File: src/rtl/io_bridge_pkg.sv
// io_bridge_pkg: shared types and default constants for the I/O bridge.
// Holds the bridge FSM states and the latched master-side request bundle.
package io_bridge_pkg;

   localparam int IOBR_DWID = 32;
   localparam int IOBR_AWID = 32;

   localparam logic [IOBR_AWID-1:0] IOBR_IO_BASE = 32'hFD00_0000;
   localparam logic [IOBR_AWID-1:0] IOBR_IO_MASK = 32'hFF00_0000;

   typedef enum logic [1:0] {
      IDLE      = 2'd0,
      WAIT_ACK  = 2'd1,
      WAIT_NACK = 2'd2,
      WR_POST   = 2'd3
   } state_e;

   typedef struct packed {
      logic                   we;
      logic [IOBR_DWID/8-1:0] sel;
      logic [IOBR_AWID-1:0]   adr;
      logic [IOBR_DWID-1:0]   dat;
   } io_req_t;

endpackage

File: src/rtl/io_bridge_arb_rr_arbiter.sv
// rr_arbiter: combinational round-robin pick, searching upward from last+1.
// The previously granted port has the lowest priority.
module rr_arbiter
   import io_bridge_pkg::*;
#(
   parameter int NPORT = 2,
   localparam int LW = (NPORT > 1) ? $clog2(NPORT) : 1
) (
   input  logic [NPORT-1:0] req_i,
   input  logic [LW-1:0]    last_i,
   input  logic             en_i,
   output logic             gnt_valid_o,
   output logic [LW-1:0]    gnt_idx_o
);

   // Walk from furthest to nearest so the nearest requester wins.
   always_comb begin
      gnt_valid_o = 1'b0;
      gnt_idx_o   = '0;
      for (int k = NPORT; k >= 1; k--) begin
         if (en_i && req_i[(int'(last_i) + k) % NPORT]) begin
            gnt_valid_o = 1'b1;
            gnt_idx_o   = LW'((int'(last_i) + k) % NPORT);
         end
      end
   end

endmodule

File: src/rtl/io_bridge_arb.sv
// io_bridge_arb: N-port round-robin bridge onto the registered I/O bus.
// Define IOBR_POSTED_WR_EN to acknowledge writes at grant time (WR_POST).
module io_bridge_arb
   import io_bridge_pkg::*;
#(
   parameter int              NPORT     = 2,
   parameter int              DWID      = IOBR_DWID,
   parameter int              AWID      = IOBR_AWID,
   parameter logic [AWID-1:0] IO_BASE   = IOBR_IO_BASE,
   parameter logic [AWID-1:0] IO_MASK   = IOBR_IO_MASK,
   parameter int              TO_CYCLES = 255
) (
   input  logic                           clk_i,
   input  logic                           rst_i,
   input  logic                           io_gate_en_i,
   input  logic [NPORT-1:0]               s_cyc_i,
   input  logic [NPORT-1:0]               s_stb_i,
   input  logic [NPORT-1:0]               s_we_i,
   input  logic [NPORT-1:0][DWID/8-1:0]   s_sel_i,
   input  logic [NPORT-1:0][AWID-1:0]     s_adr_i,
   input  logic [NPORT-1:0][DWID-1:0]     s_dat_i,
   output logic [NPORT-1:0]               s_ack_o,
   output logic [NPORT-1:0]               s_err_o,
   output logic [NPORT-1:0][DWID-1:0]     s_dat_o,
   output logic                           m_cyc_o,
   output logic                           m_stb_o,
   output logic                           m_we_o,
   output logic [DWID/8-1:0]              m_sel_o,
   output logic [AWID-1:0]                m_adr_o,
   output logic [DWID-1:0]                m_dat_o,
   input  logic                           m_ack_i,
   input  logic                           m_err_i,
   input  logic                           m_stall_i,
   input  logic [DWID-1:0]                m_dat_i
);

   localparam int         LW     = (NPORT > 1) ? $clog2(NPORT) : 1;
   localparam logic [7:0] TO_LIM = 8'(TO_CYCLES);

   state_e           state_q, state_d;
   logic [LW-1:0]    gnt_q, gnt_d;
   logic [LW-1:0]    last_q, last_d;
   logic [7:0]       cnt_q, cnt_d;
   logic             m_cyc_q, m_cyc_d;
   io_req_t          req_q, req_d;
   logic [NPORT-1:0] ack_q, ack_d;
   logic [NPORT-1:0] err_q, err_d;
   logic [DWID-1:0]  rdat_q, rdat_d;
`ifdef IOBR_POSTED_WR_EN
   logic             pdone_q, pdone_d;
   logic             werr_q, werr_d;
`endif

   logic [NPORT-1:0] req;
   logic             arb_vld;
   logic [LW-1:0]    arb_idx;
   logic [LW-1:0]    pidx;
   io_req_t          port_req;
   logic             tmo;

   always_comb begin
      req = '0;
      for (int i = 0; i < NPORT; i++) begin
         req[i] = s_cyc_i[i] & s_stb_i[i]
                & ((s_adr_i[i] & IO_MASK) == IO_BASE);
      end
   end

   rr_arbiter #(.NPORT(NPORT)) u_arb (
      .req_i       (req),
      .last_i      (last_q),
      .en_i        (io_gate_en_i & ~m_stall_i & ~m_ack_i),
      .gnt_valid_o (arb_vld),
      .gnt_idx_o   (arb_idx)
   );

   // In IDLE the winner is loaded; later the granted port re-drives RMW.
   always_comb begin
      pidx         = (state_q == IDLE) ? arb_idx : gnt_q;
      port_req.we  = s_we_i[pidx];
      port_req.sel = s_sel_i[pidx];
      port_req.adr = s_adr_i[pidx];
      port_req.dat = s_dat_i[pidx];
   end

   assign tmo = (TO_CYCLES != 0) && ((cnt_q + 8'd1) == TO_LIM);

   always_comb begin
      state_d = state_q;
      gnt_d   = gnt_q;
      last_d  = last_q;
      cnt_d   = cnt_q;
      m_cyc_d = m_cyc_q;
      req_d   = req_q;
      ack_d   = ack_q;
      err_d   = err_q;
      rdat_d  = rdat_q;
`ifdef IOBR_POSTED_WR_EN
      pdone_d = pdone_q;
      werr_d  = werr_q;
`endif
      unique case (state_q)
         IDLE: begin
            if (arb_vld) begin
               gnt_d   = arb_idx;
               req_d   = port_req;
               m_cyc_d = 1'b1;
               cnt_d   = '0;
               state_d = WAIT_ACK;
`ifdef IOBR_POSTED_WR_EN
               if (port_req.we) begin
                  ack_d[arb_idx] = 1'b1;
                  state_d        = WR_POST;
               end
`endif
            end
         end
         WAIT_ACK: begin
            if (m_ack_i) begin
               rdat_d       = m_dat_i;
               ack_d[gnt_q] = 1'b1;
               m_cyc_d      = 1'b0;
               req_d        = '0;
               state_d      = WAIT_NACK;
            end else if (m_err_i || tmo) begin
               err_d[gnt_q] = 1'b1;
               m_cyc_d      = 1'b0;
               req_d        = '0;
               state_d      = WAIT_NACK;
            end else if (!s_cyc_i[gnt_q]) begin
               m_cyc_d = 1'b0;
               req_d   = '0;
               rdat_d  = '0;
               state_d = IDLE;
            end else begin
               cnt_d = cnt_q + 8'd1;
            end
         end
         WAIT_NACK: begin
            if (!s_stb_i[gnt_q]) begin
               ack_d  = '0;
               err_d  = '0;
               rdat_d = '0;
               last_d = gnt_q;
               if (s_cyc_i[gnt_q]) begin
                  req_d   = port_req;
                  m_cyc_d = 1'b1;
                  cnt_d   = '0;
                  state_d = WAIT_ACK;
               end else begin
                  state_d = IDLE;
               end
            end
         end
`ifdef IOBR_POSTED_WR_EN
         WR_POST: begin
            if (!pdone_q) begin
               if (m_ack_i || m_err_i || tmo) begin
                  m_cyc_d = 1'b0;
                  req_d   = '0;
                  pdone_d = 1'b1;
                  if (!m_ack_i) werr_d = 1'b1;
               end else begin
                  cnt_d = cnt_q + 8'd1;
               end
            end
            if (!s_stb_i[gnt_q]) ack_d[gnt_q] = 1'b0;
            if ((pdone_q || pdone_d) && !ack_d[gnt_q]) begin
               last_d  = gnt_q;
               pdone_d = 1'b0;
               state_d = IDLE;
            end
         end
`endif
         default: state_d = IDLE;
      endcase
   end

   always_ff @(posedge clk_i) begin
      if (rst_i) begin
         state_q <= IDLE;
         gnt_q   <= '0;
         last_q  <= '0;
         cnt_q   <= '0;
         m_cyc_q <= 1'b0;
         req_q   <= '0;
         ack_q   <= '0;
         err_q   <= '0;
         rdat_q  <= '0;
`ifdef IOBR_POSTED_WR_EN
         pdone_q <= 1'b0;
         werr_q  <= 1'b0;
`endif
      end else begin
         state_q <= state_d;
         gnt_q   <= gnt_d;
         last_q  <= last_d;
         cnt_q   <= cnt_d;
         m_cyc_q <= m_cyc_d;
         req_q   <= req_d;
         ack_q   <= ack_d;
         err_q   <= err_d;
         rdat_q  <= rdat_d;
`ifdef IOBR_POSTED_WR_EN
         pdone_q <= pdone_d;
         werr_q  <= werr_d;
`endif
      end
   end

   // Read data is zero whenever nothing is being held for the port.
   always_comb begin
      s_dat_o        = '0;
      s_dat_o[gnt_q] = rdat_q;
   end

   assign s_ack_o = ack_q;
   assign s_err_o = err_q;
   assign m_cyc_o = m_cyc_q;
   assign m_stb_o = m_cyc_q;
   assign m_we_o  = req_q.we;
   assign m_sel_o = req_q.sel;
   assign m_adr_o = req_q.adr;
   assign m_dat_o = req_q.dat;

endmodule

File: config.mk
export PLATFORM = sky130hd
export DESIGN_NAME = io_bridge_arb
export DESIGN_NICKNAME = d
export VERILOG_FILES = /design/src/rtl/io_bridge_pkg.sv /design/src/rtl/io_bridge_arb_rr_arbiter.sv /design/src/rtl/io_bridge_arb.sv
export SDC_FILE = /design/constraint.sdc
export NUM_CORES = 1
export LEC_CHECK = 0
export ABC_AREA = 1
export ABC_CLOCK_PERIOD_IN_PS = 4800
export BUFFER_PORTS_ARGS = -buffer_cell sky130_fd_sc_hd__buf_4
export CORE_AREA = 3 3 124 126
export DETAILED_ROUTE_END_ITERATION = 6
export DIE_AREA = 0 0 127 129
export PLACE_DENSITY = 0.73
export SLEW_MARGIN = 40
export SYNTH_ARGS = -nofsm -noshare
export SYNTH_HDL_FRONTEND = slang
export SYNTH_HIERARCHICAL = 1
export SYNTH_SLANG_ARGS = --single-unit
File: constraint.sdc
create_clock -name clk_i -period 4.8 [get_ports clk_i]
set_clock_uncertainty 0.15 [all_clocks]
set_input_delay 0.48 -clock clk_i [delete_from_list [all_inputs] [get_ports clk_i]]
set_output_delay 0.48 -clock clk_i [all_outputs]
set_load 0.01 [all_outputs]
# == Word-level counts from Yosys, hierarchy flattened ==
# Index checks and enable logic that the tools add are counted.
# word_totals
ff_bits,118
inputBits,180
output_inout_bits,139
elab_cells,131
# op_classes
add_sub_neg,3
order_cmp,5
eq_ne,16
n_mux,66
n_bitwise,14
n_reduce_logical,15
# ops
operator,n
two-way mux 69 bit,6
two-way mux 32 bit,9
one-hot mux 69 bit (3 select lines),1
AND 64 bit,1
one-hot mux 32 bit (2 select lines),1
two-way mux 8 bit,6
demux 32 bit (select 1 bit),1
two-way mux 1 bit,25
"== test 8 bit, second input constant",3
one-hot mux 8 bit (3 select lines),1
two-way mux 2 bit,9
"inequality test 2 bit, second input constant",8
"adder 8 x 1 -> 8 bit, second input constant",1
two-way mux 4 bit,2
one-hot mux 2 bit (2 select lines),2
AND reduction 4 bit,2
AND reduction 7 bit,1
AND 1 bit,6
"< comparator 2 x 3 -> 1 bit, second input constant",2
"inequality test 3 bit, second input constant",2
one-hot mux 2 bit (3 select lines),1
AND reduction 3 bit,2
AND reduction 5 bit,1
"< comparator 1 x 2 -> 1 bit, second input constant",2
16 further kinds,24

# == Logic depth before layout (Yosys ltp) ==
# depth
depth_word,14
mapped_depth,14
mapped_depth_nobuf,13

# == By module ==
# Netlist, hierarchy kept.
# by_module_without_submodules
mod,instances,cells_per_inst,area_each_um2,seq_area_each_um2
io_bridge_arb,1,1035,6286.0,2362.3
rr_arbiter,1,6,22.5,0.0

# == Worst setup path before layout ==
# No wires, ideal clock.
# synth_path
path_type,input-to-reg
startpoint,input port s_adr_i[25] (netlist name)
endpoint,"register req_q, in the netlist m_dat_o[10]"
setup_ps,132
arrival_ps,1845
required_ps,4518
slack_ps,2673
cell_stages,14
path_buffers,2
path_cell_list,inv_1 > nand4_1 > nor3_1 > nand2_1 > inv_1 > nor2_1 > o21ai_2 > inv_2 > buf_2 > buf_2 > nor2_1 > nor2_1 > nand2_1 > a21oi_1
# synth_between
elab_chain_cells,14
elab_cells_between_ends,23
# synth_rtl
element,line,source
from (decl),io_bridge_arb.sv:20,"input logic [NPORT-1:0][AWID-1:0] s_adr_i,"
== test 8 bit *,io_bridge_arb.sv:65,& ((s_adr_i[i] & IO_MASK) == IO_BASE);
AND 1 bit *,io_bridge_arb.sv:65,
named net req[0],io_bridge_arb.sv:54,logic [NPORT-1:0] req;
two-way mux 1 bit (implied by the code) (3 in series),io_bridge_arb_rr_arbiter.sv:21,if (en_i && req_i[(int'(last_i) + k) % NPORT]) begin
logical AND 1 bit,io_bridge_arb_rr_arbiter.sv:21,
two-way mux 1 bit,io_bridge_arb_rr_arbiter.sv:21,
two-way mux 1 bit *,io_bridge_arb_rr_arbiter.sv:21,
named net arb_idx,io_bridge_arb.sv:56,logic [LW-1:0] arb_idx;
two-way mux 1 bit *,io_bridge_arb.sv:79,pidx = (state_q == IDLE) ? arb_idx : gnt_q;
two-way mux 32 bit (implied by the code) * (2 in series),io_bridge_arb.sv:83,port_req.dat = s_dat_i[pidx];
two-way mux 69 bit,io_bridge_arb.sv:145,if (s_cyc_i[gnt_q]) begin
two-way mux 69 bit,io_bridge_arb.sv:140,if (!s_stb_i[gnt_q]) begin
one-hot mux 69 bit (3 select lines) *,io_bridge_arb.sv:102,unique case (state_q)
to (signal assigned),io_bridge_arb.sv:200,req_q <= req_d;
to (decl),io_bridge_arb.sv:45,"io_req_t req_q, req_d;"
# Mark *: on every way through the listed nets, which the timed path passes. The rest lies on a longest branch. The select of a mux whose other input is x is not followed.
# A chain may end at the register's enable or synchronous reset.

# == Worst setup path after layout ==
# layout_path
startpoint,register cnt_q[1]
endpoint,"register req_q, in the netlist m_dat_o[27]"
# layout_between
elab_chain_cells,6
elab_cells_between_ends,8
# layout_rtl
element,line,source
from (decl),io_bridge_arb.sv:43,"logic [7:0] cnt_q, cnt_d;"
from (signal assigned),io_bridge_arb.sv:198,cnt_q <= cnt_d;
adder 8 x 1 -> 8 bit *,io_bridge_arb.sv:86,assign tmo = (TO_CYCLES != 0) && ((cnt_q + 8'd1) == TO_LIM);
== test 8 bit *,io_bridge_arb.sv:86,
logical OR 1 bit *,io_bridge_arb.sv:125,end else if (m_err_i || tmo) begin
two-way mux 69 bit,io_bridge_arb.sv:125,
two-way mux 69 bit,io_bridge_arb.sv:119,if (m_ack_i) begin
one-hot mux 69 bit (3 select lines),io_bridge_arb.sv:102,
# Every way passes the cells marked *; elsewhere a longest branch is shown, timed or not.

==> impl_metrics.json <==
{
  "wl_per_cell_um": 14.3,
  "cts_resized": 0,
  "synthMuxAreaShare": 0,
  "drtIter0Drc": 511,
  "syn_inst": 1041,
  "grt-ovfl-total": 0,
  "nets": 1495,
  "ant_nets": 0,
  "antenna_found_initial": 0,
  "synthAdderAreaFrac": 0.00397,
  "drive_above_1_share": 0.283,
  "hp-class": "primary input to flip-flop",
  "power_w": 0.00244,
  "cp-start-kind": "flip-flop",
  "holdPathStages": 4,
  "ys_seq_area_frac": 0.374,
  "drc_errors": 0,
  "detailed_place_hpwl_mm": 15.3,
  "yosysTopAreaCellShare": 0.374,
  "yosys.area.top_type": "dfxtp_1",
  "cts_hold_buf": 0,
  "status": "finished, final reports clean",
  "pre_cts_ws_ps": 1880,
  "first_pass_iters": 5,
  "multi_input_area_mm2": 0.00330,
  "grt_pass1_wl_mm": 33.1,
  "tightest_slew_ps": 723,
  "crit_fanout": 70,
  "synth_top_family_by_area": "simple AND/OR/NAND/NOR gates",
  "slew_headroom": 0.518,
  "ir_drop_mv": 0.279,
  "setup_viol": 0,
  "synthSimpleGateAreaFrac": 0.354,
  "critPathRequiredTime_ps": 4990,
  "clock.fmax_mhz": 384,
  "utilization": 0.643,
  "seq_area_mm2": 0.00236,
  "numCtsBuffers": 17,
  "clock-root-buffer": "clkbuf_16",
  "clkSlewWorstSetupHoldPaths_ps": 50,
  "synth_seq_cells": 118,
  "drv_cap": 0,
  "insertion_delay_ps": 400,
  "tritoncts": "built",
  "final_common_cell": "buf_4",
  "gp_congestion": 0.847,
  "route.vias.total": 7340,
  "die_w_um": 127,
  "dieArea_mm2": 0.0164,
  "numClockSinks": 118,
  "yosysWarningCount": 6,
  "endpoint_kind": "flip-flop",
  "p_leak_nw": 4.51,
  "initial_core_util": 0.437,
  "syn_area_mm2": 0.00631,
  "grt_max_degree": 71,
  "fin_ws_ps": 2190,
  "diodes": 0,
  "ys_types": 30,
  "arrival_ps": 2800,
  "syn_to_final_growth_pct": 47.0,
  "syn-num-nets": 1223,
  "place.port_buffers": 318,
  "timing_worst_setup_path_type": "flip-flop to flip-flop",
  "vias_per_cell": 4.86,
  "rows": 44,
  "grt_pass1_vias": 6396,
  "synthTopCellsByArea": "dfxtp_1, nand2_1, nor2_1, a21oi_1, o21ai_0",
  "nFillCells": 1441,
  "clk_path_buf_depth": 2,
  "min_period_ps": 2610,
  "period_share": 0.543,
  "power_density_mw_per_mm2": 263,
  "hold_viol_final": 0,
  "final.setup.tns_ps": 0,
  "die_h_um": 129,
  "synth_compound_gate_area_share": 0.159,
  "grt_setup_unrepaired": "no",
  "slew_violations": 0,
  "coreArea_mm2": 0.0144,
  "cts_setup_buffers": 0,
  "reg2reg_depth": 12,
  "drt-total-wl_mm": 21.6,
  "synth_xor_area_frac": 0.00139,
  "cts_htree_levels": 4,
  "grtUsageTotal": 0.252,
  "final_cell_mix": "buf_4, nand2_1, nor2_1",
  "syn_area_per_cell_um2": 6.06,
  "io_pins": 319
}
## synthesized netlist by cell type, drive strengths merged
| cell | count |
|---|---|
| o21a | 1 |
| clkbuf | 39 |
| nor3b | 1 |
| nor3 | 2 |
| buf | 33 |
| o21bai | 1 |
| inv | 88 |
| nor2 | 248 |
| nand4 | 6 |
| nand3b | 4 |
| a21oi | 108 |
| nand2 | 255 |
| nand3 | 44 |
| dfxtp | 118 |
| xor2 | 1 |
| o21ai | 88 |
| ha | 2 |
| clkinv | 2 |
## worst paths after layout
check / start / endpoint / slack, ps
min: s_stb_i[1] / last_q / 250
max reg2reg: cnt_q[1] / m_dat_o[27] / 2190
max: cnt_q[1] / m_dat_o[27] / 2190
min reg2reg: s_err_o[0] / s_err_o[0] / 300
## where the power goes
group,switching (W),internal [W]
logic,0.0000778,0.000122
registers,0.000000457,0.000981
clock network,0.000433,0.000829
## through the flow
stage	area, um2	instances	hold slack [ps]
floorplan	6310	1041	291
global placement	8670	1478	289
detailed placement	8670	1478	291
CTS	9270	1510	239
global route	9270	1510	259
finish	9270	1510	251
## cell type report
class	count	area share
multi-input cells	761	0.355
repair buffers	325	0.263
flip-flops and latches	118	0.255
clock buffers	24	0.0541
inverters	90	0.0372
well taps	184	0.0248
clock inverters	8	0.0103
## critical path, cell delays in order (launching register included)
cell and delay (ps):
dfxtp_1 430, ha_1 220, nand2_1 80, nor2_1 180, nand3_1 100, nand2_1 90, nor2_1 50, nand3_2 80
nand3_2 110, nand2_2 120, buf_4 550, o21ai_0 190, nor2_1 140
## layer usage
metal	vias to the layer above	wire length, um	GRT usage
met5	-	0	0
met4	0	533	0.0940
met3	41	1630	0.0751
met2	252	10700	0.430
met1	3251	8800	0.301
li1	3796	-	-
## kinds of logic after synthesis
family,Yosys count
XOR/XNOR,1
buffers and inverters,162
adder cells (fa/ha/maj),2
flip-flops,118
AND/OR/NAND/NOR,560
AO/OA/AOI/OAI,198
## flip-flops by register name, summed over array words and instances (netlist names), 2 cells and up
| signal | count |
|---|---|
| rdat_q | 32 |
| m_sel_o | 4 |
| s_ack_o | 2 |
| cnt_q | 8 |
| s_err_o | 2 |
| state_q | 2 |
| m_adr_o | 32 |
| m_dat_o | 32 |
Power figures use the tool's default switching activity.
